[config.mk]
export PLATFORM = sky130hd
export DESIGN_NAME = calc_mode_sequencer
export DESIGN_NICKNAME = d
export VERILOG_FILES = /design/src/rtl/calc_mode_sequencer.sv
export SDC_FILE = /design/constraint.sdc
export NUM_CORES = 1
export LEC_CHECK = 0
export BUFFER_PORTS_ARGS = -buffer_cell sky130_fd_sc_hd__buf_4
export CORE_MARGIN = 2
export CORE_UTILIZATION = 45
export DETAILED_ROUTE_END_ITERATION = 8
export PLACE_DENSITY = 0.78
export SYNTH_ARGS = -nofsm -noshare
export SYNTH_HDL_FRONTEND = slang
export SYNTH_SLANG_ARGS = --single-unit
[constraint.sdc]
create_clock -name clk -period 4.2 [get_ports clk]
set_clock_uncertainty 0.05 [all_clocks]
set_input_delay 0.42 -clock clk [delete_from_list [all_inputs] [get_ports clk]]
set_output_delay 0.42 -clock clk [all_outputs]
set_load 0.005 [all_outputs]
[src/rtl/calc_mode_sequencer.sv]
// UI mode sequencer: main -> graph menu -> coefficient input -> plot compute -> graphing, with screen/button routing.
// Latency: every mode change is registered (pulse in cycle n -> new state, state_entry, plot_start in n+1).
// No backpressure: all inputs are one-cycle pulses; plot_start/plot_done form a request/done handshake.
module calc_mode_sequencer #(
    parameter int                PIX_W          = 16,
    parameter int                ZOOM_MAX       = 7,
    parameter int                PAN_STEP       = 4,
    parameter int                PAN_LIMIT      = 64,
    parameter int                TIMEOUT_CYCLES = 625000000,
    parameter logic [PIX_W-1:0]  BUSY_COLOR     = PIX_W'(16'hFFE0)
) (
    input  logic                 clk,
    input  logic                 reset,
    input  logic [4:0]           btn,
    input  logic                 menu_confirmed,
    input  logic                 all_inputs_confirmed,
    input  logic                 plot_done,
    input  logic [4*PIX_W-1:0]   s1_src,
    input  logic [4*PIX_W-1:0]   s2_src,
    output logic [2:0]           state,
    output logic                 state_entry,
    output logic [4:0]           btn_menu,
    output logic [4:0]           btn_input,
    output logic                 keypad_enable,
    output logic                 plot_start,
    output logic [2:0]           zoom_level,
    output logic [7:0]           pan_x,
    output logic [PIX_W-1:0]     screen1_data,
    output logic [PIX_W-1:0]     screen2_data
);

    typedef enum logic [2:0] {
        S_MAIN    = 3'd0,
        S_MENU    = 3'd1,
        S_INPUT   = 3'd2,
        S_COMPUTE = 3'd3,
        S_GRAPH   = 3'd4
    } mode_t;

    // A zero timeout still needs a legal 1-bit counter; it is simply held at 0.
    localparam int                TW     = (TIMEOUT_CYCLES > 0) ? $clog2(TIMEOUT_CYCLES + 1) : 1;
    localparam logic [TW-1:0]     T_LAST = TW'((TIMEOUT_CYCLES > 0) ? (TIMEOUT_CYCLES - 1) : 0);
    localparam logic [2:0]        ZMAX   = 3'(ZOOM_MAX);
    localparam logic signed [9:0] STEP   = 10'(PAN_STEP);
    localparam logic signed [9:0] LIMIT  = 10'(PAN_LIMIT);

    mode_t             mode_q;
    mode_t             mode_d;
    logic [TW-1:0]     timer_q;
    logic [2:0]        zoom_d;
    logic [7:0]        pan_d;
    logic signed [9:0] pan_ext;
    logic signed [9:0] pan_dn;
    logic signed [9:0] pan_up;
    logic              idle_mode;
    logic              timer_clr;
    logic              b_u, b_d, b_l, b_r, b_c;

    assign {b_u, b_d, b_l, b_r, b_c} = btn;
    assign state = mode_q;

    // Only MENU, INPUT and GRAPH are subject to the inactivity timeout.
    assign idle_mode = (mode_q == S_MENU) || (mode_q == S_INPUT) || (mode_q == S_GRAPH);

    // Next-mode and next-view decode; timeout only applies when nothing else moves the FSM.
    always_comb begin
        mode_d  = mode_q;
        zoom_d  = zoom_level;
        pan_d   = pan_x;
        pan_ext = {{2{pan_x[7]}}, pan_x};
        pan_dn  = pan_ext - STEP;
        if (pan_dn < -LIMIT) pan_dn = -LIMIT;
        pan_up  = pan_ext + STEP;
        if (pan_up > LIMIT) pan_up = LIMIT;

        case (mode_q)
            S_MAIN:    if (|btn) mode_d = S_MENU;
            S_MENU:    if (menu_confirmed) mode_d = S_INPUT;
            S_INPUT:   if (all_inputs_confirmed) mode_d = S_COMPUTE;
            S_COMPUTE: if (plot_done) mode_d = S_GRAPH;
            S_GRAPH: begin
                // Only the highest-priority pressed button acts: D > U > C > L > R.
                if (b_d) begin
                    mode_d = S_MENU;
                end else if (b_u) begin
                    if (zoom_level < ZMAX) zoom_d = zoom_level + 3'd1;
                end else if (b_c) begin
                    if (zoom_level != 3'd0) zoom_d = zoom_level - 3'd1;
                end else if (b_l) begin
                    pan_d = pan_dn[7:0];
                end else if (b_r) begin
                    pan_d = pan_up[7:0];
                end
                // A view change needs fresh samples; a saturated press leaves the plot as is.
                if (!b_d && ((zoom_d != zoom_level) || (pan_d != pan_x))) mode_d = S_COMPUTE;
            end
            default:   mode_d = S_MAIN;
        endcase

        if ((TIMEOUT_CYCLES != 0) && idle_mode && (mode_d == mode_q) &&
            (btn == 5'd0) && (timer_q == T_LAST)) begin
            mode_d = S_MAIN;
        end
    end

    assign timer_clr = (|btn) || (mode_d != mode_q) ||
                       (mode_q == S_MAIN) || (mode_q == S_COMPUTE);

    // Mode register, registered status outputs, view registers and idle timer.
    always_ff @(posedge clk or negedge reset) begin
        if (!reset) begin
            mode_q        <= S_MAIN;
            state_entry   <= 1'b0;
            plot_start    <= 1'b0;
            keypad_enable <= 1'b0;
            zoom_level    <= 3'd0;
            pan_x         <= 8'd0;
            timer_q       <= '0;
        end else begin
            mode_q        <= mode_d;
            state_entry   <= (mode_d != mode_q);
            plot_start    <= (mode_d == S_COMPUTE) && (mode_q != S_COMPUTE);
            keypad_enable <= (mode_q == S_INPUT);
            if ((mode_d == S_MENU) && (mode_q != S_MENU)) begin
                zoom_level <= 3'd0;
                pan_x      <= 8'd0;
            end else begin
                zoom_level <= zoom_d;
                pan_x      <= pan_d;
            end
            if (timer_clr || (TIMEOUT_CYCLES == 0)) timer_q <= '0;
            else                                     timer_q <= timer_q + TW'(1);
        end
    end

    // Button routing to the block owning the current mode.
    always_comb begin
        btn_menu  = (mode_q == S_MENU)  ? btn : 5'd0;
        btn_input = (mode_q == S_INPUT) ? btn : 5'd0;
    end

    // Screen source select; COMPUTE shows a busy fill on screen 1 and keeps the graph on screen 2.
    always_comb begin
        screen1_data = s1_src[PIX_W-1:0];
        screen2_data = s2_src[PIX_W-1:0];
        case (mode_q)
            S_MENU: begin
                screen1_data = s1_src[2*PIX_W-1:PIX_W];
                screen2_data = s2_src[2*PIX_W-1:PIX_W];
            end
            S_INPUT: begin
                screen1_data = s1_src[3*PIX_W-1:2*PIX_W];
                screen2_data = s2_src[3*PIX_W-1:2*PIX_W];
            end
            S_COMPUTE: begin
                screen1_data = BUSY_COLOR;
                screen2_data = s2_src[4*PIX_W-1:3*PIX_W];
            end
            S_GRAPH: begin
                screen1_data = s1_src[4*PIX_W-1:3*PIX_W];
                screen2_data = s2_src[4*PIX_W-1:3*PIX_W];
            end
            default: begin
                screen1_data = s1_src[PIX_W-1:0];
                screen2_data = s2_src[PIX_W-1:0];
            end
        endcase
    end

endmodule

==> metrics.txt, run 1 <==
run status=finished clean; worst slack, placed=504 ps; I/O pins=around 200; Bufs on Longest Clock Path=2; Final nets=886; worst-skew pair later-pin latency=between 300 and 400 ps; die area=approximately 11,000 µm²; Critical Path AT=a little under 4000 ps; Max Cap Viol=0; chip width=between 100 and 150 µm; HP Class=in -> async; prevailing post-synth register cell=dfrtp_1; synthesized area=about 4800 µm²; DR iter-0 viols=348; hold_buf cts=0; clock sink count=between 40 and 50; RSZ-0062 raised after global routing=false; critical path class=reg -> reg; All-Layer GR Usage=0.271; FF-to-FF Start=pan_x[3]$_DFFE_PN0P_; postcts setup bufs=0; Avg Cell Area, Syn=between 8 and 9 µm²; Worst path max stage delay=between 800 and 900 ps; Hold Violations, Final=0; Synth Warn #=0; HPWL Detailed=roughly 13 mm; number of buffers and inverters on the critical path=0; 1st-pass router iterations=5; post-route insts no fill=between 800 and 900; total gr overflow=0; Peak VDD IR=between 0.3 and 0.4 mV; # DRC=0; area grow syn2layout=33.8%; diodes inserted=0; # port buffers=a little under 200; share of post-route cells with drive strength above 1=0.375; setup TNS=0 ps; FP Rows=37; Synth Register Bits=47; DRT Wirelength=16.1 mm; initial antenna violation count=0; gpl congestion=1.00; worst hold slack=65.9 ps; CP startpoint=pan_x[3]$_DFFE_PN0P_; Peak Freq=about 0.27 GHz; vias in the first global route=about 5,000; initial core utilization=0.463; Post-Syn Nets=a little over 700; setup ws final=474 ps; CP top delay family=compound AO/OA/AOI/OAI gates; CP max FO=17; EDFF count, synth=0; clock root buffer=clkbuf_8; total placed cells including tap cells=a little under 900; Max-slew headroom=0.294; first-pass GRT wire length=roughly 25 mm; Core Area=around 10,000 µm²; min Tclk post-route=~3700 ps; power per cell area=476 nW/µm²; clk slew on worst S/H paths=approximately 100 ps; required time of the critical path=between 4000 and 5000 ps; Num CTS Buffers=5; Final setup viols=0; CTS tree=yes; Slew @ Worst Pin=approximately 1100 ps; post-synthesis cell count=~580; H-Tree Level Count=2; Worst setup EP type=register; reg2reg path depth=10; # resized after CTS=0; Core Util, Final=0.619; fill cell count=roughly 890; DR vias/cell=approximately 6.0; routed length per placed instance=18.3 µm; Slowest cell on crit path=a41oi_2; CP Launch Type=register; Leakage Power=around 2.8 nW; Worst path depth=10; crit share post-route=0.887; Pins Over Slew Limit=0; Routed Antenna Nets=0; Netlist cell types=66; crit path cell chain=ha_1, nand2b_1, nand4_1, o211a_1, or2_2, nor4_1, nor3_2, a41oi_2, nor2b_1, a21oi_1; pin count of the biggest net entering global routing=48; Seq/Total Area, Yosys=0.246; detailed-route via count=between 5,000 and 6,000; ys async rst share=1.00; chip height=between 100 and 150 µm
==> worst reg2reg max path, cell delays in order, from the launching register on <==
cell and delay, ps:
dfrtp_1 640, ha_1 360, nand2b_1 160, nand4_1 170
o211a_1 260, or2_2 320, nor4_1 330, nor3_2 130
a41oi_2 870, nor2b_1 170, a21oi_1 200
==> logic make-up after synthesis <==
logic type / count (synthesis) / synth area share
xor+xnor: 34 / 0.0623
buf+inv: 59 / 0.0500
compound gates: 132 / 0.185
simple gates: 234 / 0.261
fa+ha+maj: 7 / 0.0183
flops: 47 / 0.246
mux: 62 / 0.177
==> registers in the layout, summed over array words and instances (netlist names) <==
signal	cells
zoom_level	3
timer_q	30
state	3
keypad_enable	1
pan_x	8
plot_start	1
state_entry	1
==> metal layers <==
| metal | vias to the layer above | GRT usage | part of all wire |
|---|---|---|---|
| met3 | 41 | 0.0492 | 0.061 |
| met2 | 222 | 0.476 | 0.49 |
| li1 | 2456 | - | - |
| met5 | - | 0 | 0 |
| met4 | 0 | 0.105 | 0.038 |
| met1 | 2535 | 0.329 | 0.41 |
==> power by group <==
part / total, W / internal (W) / leakage [nW] / switching [W]
Clock: 0.000282 / 0.000121 / 0.0489 / 0.000161
Combinational: 0.00213 / 0.00104 / 2.06 / 0.00109
Sequential: 0.000630 / 0.000491 / 0.645 / 0.000139
==> cells in the final DEF, fill, tap and decap left out, types with 3 or more instances in the layout <==
cell,instances
buf_4,204
o21bai_1,3
o21ai_0,41
nor4_2,10
and2_1,3
nor2_1,54
inv_1,14
a21oi_1,24
nand4_1,5
o211ai_1,3
nand2b_1,5
mux2i_1,24
nor3_1,18
mux2_2,22
clkbuf_8,5
o22ai_1,12
o2111ai_1,4
or2_2,3
nor3b_1,3
nor2b_1,5
and3_1,21
nand3_1,24
mux4_2,16
a221oi_1,6
xnor2_1,12
nor4b_1,3
nor4_1,9
a211oi_1,10
nand2_1,57
xor2_1,22
ha_1,7
dfrtp_1,46
==> cell type report <==
class | count | area (µm²) | share of cell area
Clock buffer | 5 | 68.8 | 0.0108
Inverter | 14 | 52.6 | 0.00822
Tap cell | 136 | 170 | 0.0266
Timing Repair Buffer | 204 | 1530 | 0.239
Sequential cell | 47 | 1180 | 0.184
Multi-Input combinational cell | 469 | 3370 | 0.527
Clock inverter | 3 | 22.5 | 0.00352
==> per-stage QoR <==
step	total power, W	cell area, µm²
6_report	0.00305	6390
5_1_grt	0.00324	6390
4_1_cts	0.00305	6390
3_5_place_dp	0.00277	6300
3_3_place_gp	0.00272	6300
2_1_floorplan	0.00191	4780
==> path summary, 6_finish.rpt <==
check                                         to  slack, ps
hold / removal             timer_q[27]$_DFF_PN0_         70
setup / recovery              state[1]$_DFF_PN0_        470
setup reg to reg              state[1]$_DFF_PN0_        470
hold reg to reg             timer_q[0]$_DFF_PN0_        470
min in group clk              state[2]$_DFF_PN0_        360
max in group asynchronous     state[0]$_DFF_PN0_       3610
==> cell usage after synthesis, drive strengths merged, types with 6 or more instances <==
master / instances / area (µm²)
mux2: 22 / 248
nor4: 19 / 181
xnor2: 12 / 105
nand2: 58 / 220
nor3: 20 / 110
a21oi: 24 / 120
ha: 7 / 87.6
and3: 21 / 131
dfrtp: 47 / 1180
inv: 14 / 52.6
clkbuf: 31 / 116
o22ai: 12 / 75.1
nor2: 55 / 206
a221oi: 6 / 52.6
buf: 14 / 70.1
a211oi: 10 / 75.1
o21ai: 43 / 215
mux2i: 24 / 240
mux4: 16 / 360
nand3: 25 / 130
xor2: 22 / 193
Note: power is estimated with default switching activity, not from simulation.
==> run 2: changes to the inputs <==
--- a/config.mk
+++ b/config.mk
@@ -6,6 +6,7 @@
 export NUM_CORES = 1
 export LEC_CHECK = 0
 export BUFFER_PORTS_ARGS = -buffer_cell sky130_fd_sc_hd__buf_4
+export CORE_ASPECT_RATIO = 0.9
 export CORE_MARGIN = 2
 export CORE_UTILIZATION = 45
 export DETAILED_ROUTE_END_ITERATION = 8
==> run 2 against run 1 <==
Compared with the run above:
- power is 3.0% higher
- first-iteration DRC count increased by 5.7%
- worst setup slack better by 2.4 ps
- clock power up 44%
- flip-flop and latch count stayed put
- combinational power shrank 2%
- register-to-register slack is essentially flat
- critical path depth stayed put
==> metrics.txt, run 2 (synthesized netlist as in run 1, its figures left out) <==
switch share=0.441; hold_buf cts=0; Final setup viols=0; Num CTS Buffers=5; gpl congestion=0.993; number of buffers and inverters on the critical path=0; pin count of the biggest net entering global routing=between 50 and 60; CP max FO=17; run status=finished clean; setup TNS=0 ps; clk slew on worst S/H paths=about 70 ps; Core Area=~10,000 µm²; crit share post-route=0.886; total gr overflow=0; reg2reg path depth=10; post-route insts no fill=between 800 and 900; Max Cap Viol=0; Slowest cell on crit path=a41oi_2; clock share of power=0.129; DR iter-0 viols=between 300 and 400; max reg flops=30; worst-skew pair later-pin latency=290 ps; Max-slew headroom=0.161; Peak VDD IR=around 0.3 mV; clock sink count=47; required time of the critical path=roughly 4400 ps; critical path class=reg -> reg; die area=11,500 µm²; routed length per placed instance=~19 µm; I/O pins=a little under 200; chip height=between 100 and 150 µm; Pins Over Slew Limit=0; Bufs on Longest Clock Path=2; most common cell after layout, fill and taps aside=buf_4; Slew @ Worst Pin=1250 ps; Most flops, register=timer_q; initial antenna violation count=0; RSZ-0062 raised after global routing=false; CTS tree=yes; combinational power share=0.665; Worst setup EP type=register; CP top delay family=compound AO/OA/AOI/OAI gates; # DRC=0; Internal=between 0.0015 and 0.002 W; Peak Freq=0.269 GHz; H-Tree Level Count=2; Final nets=884; # resized after CTS=0; Largest regs=timer_q (30), pan_x (8); P_sw=~0.0014 W; diodes inserted=0; commonest non-fill, non-tap cells in the layout=buf_4, nand2_1, nor2_1; Routed Antenna Nets=0; area grow syn2layout=34.5%; Critical Path AT=roughly 4000 ps; HPWL Detailed=12.2 mm; Worst path max stage delay=~860 ps; clock root buffer=clkbuf_16; min Tclk post-route=approximately 3700 ps; CP Launch Type=register; chip width=113 µm; All-Layer GR Usage=0.279; share of post-route cells with drive strength above 1=0.374; vias in the first global route=~5,000; DRT Wirelength=16.1 mm; postcts setup bufs=0; HP Class=in -> async; Seq pwr share=0.206; detailed-route via count=5,262; worst hold slack=92.0 ps; 1st-pass router iterations=5; Pwr Total=roughly 0.0031 W; power per cell area=around 500 nW/µm²; first-pass GRT wire length=26.2 mm; FP Rows=35; initial core utilization=0.464; DR vias/cell=between 6 and 7; Worst path depth=10; # port buffers=~200; Hold Violations, Final=0; Leakage Power=around 2.8 nW; total placed cells including tap cells=about 860; crit path cell chain=ha_1, nand3_2, xnor2_1, o211a_1, or2_2, nor4_1, nor3_2, a41oi_2, nor2b_1, a21oi_1
-- run 2: layout make-up --
class,count,area [µm²]
Fill cell,877,3860
Multi-Input combinational cell,469,3370
Tap cell,129,161
Clock inverter,3,22.5
Timing Repair Buffer,202,1520
Clock buffer,5,125
Inverter,14,52.6
Sequential cell,47,1180
-- run 2: through the flow --
step | util | setup WS, ps | area [µm²]
finish | 0.625 | 477 | 6430
global route | 0.625 | 254 | 6430
CTS | 0.625 | 550 | 6430
detailed placement | 0.610 | 579 | 6280
global placement | 0.610 | 749 | 6280
floorplan | - | 1200 | 4780
-- run 2: final timing paths --
path	start	endpoint	slack [ps]
worst max-delay path	pan_x[2]$_DFFE_PN0P_	state[1]$_DFF_PN0_	480
worst min-delay path	reset	timer_q[25]$_DFF_PN0_	90
worst max register to register	pan_x[2]$_DFFE_PN0P_	state[1]$_DFF_PN0_	480
worst min register to register	timer_q[0]$_DFF_PN0_	timer_q[0]$_DFF_PN0_	480
max in group asynchronous	reset	state[0]$_DFF_PN0_	3550
min in group clk	plot_done	state[2]$_DFF_PN0_	380
-- run 2: layer usage --
metal / GRT usage / share of wire / routed length [µm]
met3: 0.0616 / 0.077 / 1230
met1: 0.361 / 0.41 / 6540
met5: 0 / 0 / 0
met2: 0.487 / 0.50 / 8060
met4: 0.0544 / 0.015 / 246
-- run 2: power groups by stage --
| stage | clock (W) | combinational (W) | sequential [W] |
|---|---|---|---|
| after global placement | 0 | 0.00204 | 0.000645 |
| final | 0.000405 | 0.00208 | 0.000647 |
| after CTS | 0.000411 | 0.00209 | 0.000643 |
| after floorplan | 0 | 0.00138 | 0.000534 |
| after detailed placement | 0 | 0.00208 | 0.000650 |
| after global routing | 0.000430 | 0.00228 | 0.000661 |
==> run 3: changes to the inputs <==
--- a/config.mk
+++ b/config.mk
@@ -5,12 +5,12 @@
 export SDC_FILE = /design/constraint.sdc
 export NUM_CORES = 1
 export LEC_CHECK = 0
-export BUFFER_PORTS_ARGS = -buffer_cell sky130_fd_sc_hd__buf_4
 export CORE_ASPECT_RATIO = 0.9
 export CORE_MARGIN = 2
 export CORE_UTILIZATION = 45
 export DETAILED_ROUTE_END_ITERATION = 8
-export PLACE_DENSITY = 0.78
+export DONT_BUFFER_PORTS = 1
+export PLACE_DENSITY = 0.62
 export SYNTH_ARGS = -nofsm -noshare
 export SYNTH_HDL_FRONTEND = slang
 export SYNTH_SLANG_ARGS = --single-unit
==> run 3 against run 2 <==
Compared with the run above:
- via count is 17% lower
- sequential power is 11% lower
- count of clock-buffer cells in the layout is 1 higher
- combinational power is 22% lower
- first-iteration DRC count is 20% lower
- core utilization is 14 points lower
- clock power is 17% higher
- critical path depth is 1 higher
- fmax is 6.2% higher
- worst setup slack better by 220 ps
- global-route usage is 5.0 points lower
- flip-flop and latch count stayed put
==> metrics.txt, run 3 (synthesized netlist as in run 1, its figures left out) <==
initial antenna violation count=0; Multi-input gate area=3370 µm²; area grow syn2layout=5.39%; diodes inserted=0; Hold Violations, Final=0; Peak VDD IR=between 0.5 and 0.6 mV; 1st-pass router iterations=4; die area=11,500 µm²; commonest non-fill, non-tap cells in the layout=nand2_1, nor2_1, dfrtp_1; post-route insts no fill=between 600 and 700; routed length per placed instance=19.7 µm; clock sink count=47; crit share post-route=0.835; Routed Antenna Nets=0; Num CTS Buffers=5; most common cell after layout, fill and taps aside=nand2_1; vias in the first global route=between 4,000 and 5,000; initial core utilization=0.464; total placed cells including tap cells=about 670; Final setup viols=0; Finished Cell Area=about 5000 µm²; HP Class=in -> reg; Peak Freq=about 0.29 GHz; Critical Path AT=between 3000 and 4000 ps; Core Util, Final=0.489; register area=approximately 1200 µm²; DR iter-0 viols=slightly below 300; Worst path max stage delay=~540 ps; detailed-route via count=~4,300; CP top delay family=compound AO/OA/AOI/OAI gates; # resized after CTS=0; worst slack, placed=724 ps; worst-skew pair later-pin latency=290 ps; power per cell area=532 nW/µm²; Most flops, register=timer_q; I/O pins=about 200; number of buffers and inverters on the critical path=1; Core Area=10,300 µm²; CP max FO=16; Max Cap Viol=0; FP Rows=35; run status=finished clean; pin count of the biggest net entering global routing=51; Final nets=692; gpl congestion=0.897; min Tclk post-route=roughly 3500 ps; first-pass GRT wire length=approximately 22 mm; crit path cell chain=inv_1, ha_1, nor3b_4, nor3_1, o31ai_4, nand2_2, o21bai_1, a32oi_2, a41oi_1, a21o_1, or2_2; Bufs on Longest Clock Path=2; chip height=between 100 and 150 µm; Slowest cell on crit path=dfrtp_1; DR vias/cell=roughly 6.4; critical path class=reg -> reg; clock root buffer=clkbuf_16; chip width=113 µm; Leakage Power=1.85 nW; RSZ-0062 raised after global routing=false; HPWL Detailed=between 9 and 10 mm; share of post-route cells with drive strength above 1=0.155; setup TNS=0 ps; # port buffers=0; Pins Over Slew Limit=0; All-Layer GR Usage=0.229; Max-slew headroom=0.473; fill cell count=roughly 1,000; CTS tree=yes; clk slew on worst S/H paths=roughly 70 ps; setup ws final=approximately 700 ps; total gr overflow=0; DRT Wirelength=between 10 and 15 mm; Slew @ Worst Pin=between 700 and 800 ps; H-Tree Level Count=2; Largest regs=timer_q (30), pan_x (8); CP Launch Type=register; Worst setup EP type=register; # DRC=0; dpl cell area=4830 µm²; required time of the critical path=between 4000 and 5000 ps; max reg flops=30
==> run 3: changes by cell type in the layout (fill, tap and decap cells not counted) <==
cell | previous run | this run
dlygate4sd3_1 | 0 | 1
dfrtp_2 | 2 | 3
buf_4 | 202 | 8
clkinv_4 | 1 | 0
dfrtp_1 | 45 | 44
inv_6 | 1 | 0
clkbuf_8 | 0 | 1
bufinv_16 | 0 | 1
buf_16 | 0 | 1
==> run 3: timing repair <==
| action | 4_1_cts | 5_1_grt |
|---|---|---|
| hold buffers | 2 | 0 |
| setup endpoints to repair | 0 | 0 |
| hold endpoints to repair | 47 | 0 |
| setup buffers | 0 | 0 |
==> run 3: final timing paths <==
kind	startpoint	to	slack [ps]	cells past startpoint
setup / recovery	pan_x[2]$_DFFE_PN0P_	state_entry$_DFF_PN0_	690	11
hold / removal	btn[4]	zoom_level[1]$_DFFE_PN0P_	200	2
setup reg to reg	pan_x[2]$_DFFE_PN0P_	state_entry$_DFF_PN0_	690	11
hold reg to reg	timer_q[0]$_DFF_PN0_	timer_q[0]$_DFF_PN0_	460	1
max in group asynchronous	reset	timer_q[3]$_DFF_PN0_	3290	2
min in group asynchronous	reset	pan_x[0]$_DFFE_PN0P_	570	2
==> run 3: power breakdown <==
group          switching (W)  internal (W)  total, W
Clock               0.000177      0.000296  0.000473
Sequential         0.0000851      0.000494  0.000579
Combinational       0.000983      0.000645   0.00163
Total                0.00125       0.00144   0.00268
==> run 3: metrics by stage <==
step,power (W),hold slack [ps]
2_1_floorplan,0.00191,74.4
5_1_grt,0.00289,217
3_5_place_dp,0.00220,75.4
4_1_cts,0.00270,198
6_report,0.00268,204
3_3_place_gp,0.00217,75.4
==> run 3: cell type report <==
| class | count | share of cell area |
|---|---|---|
| multi-input cells | 469 | 0.669 |
| flip-flops and latches | 47 | 0.234 |
| well taps | 129 | 0.0320 |
| clock buffers | 6 | 0.0276 |
| repair buffers | 10 | 0.0194 |
| inverters | 14 | 0.0104 |
| clock inverters | 2 | 0.00695 |
==> run 3: routing by layer <==
layer	wire (µm)	track usage	part of all wire
met5	0	0	0
met4	162	0.0600	0.012
met3	1040	0.0592	0.078
met2	6170	0.360	0.46
met1	5980	0.317	0.45
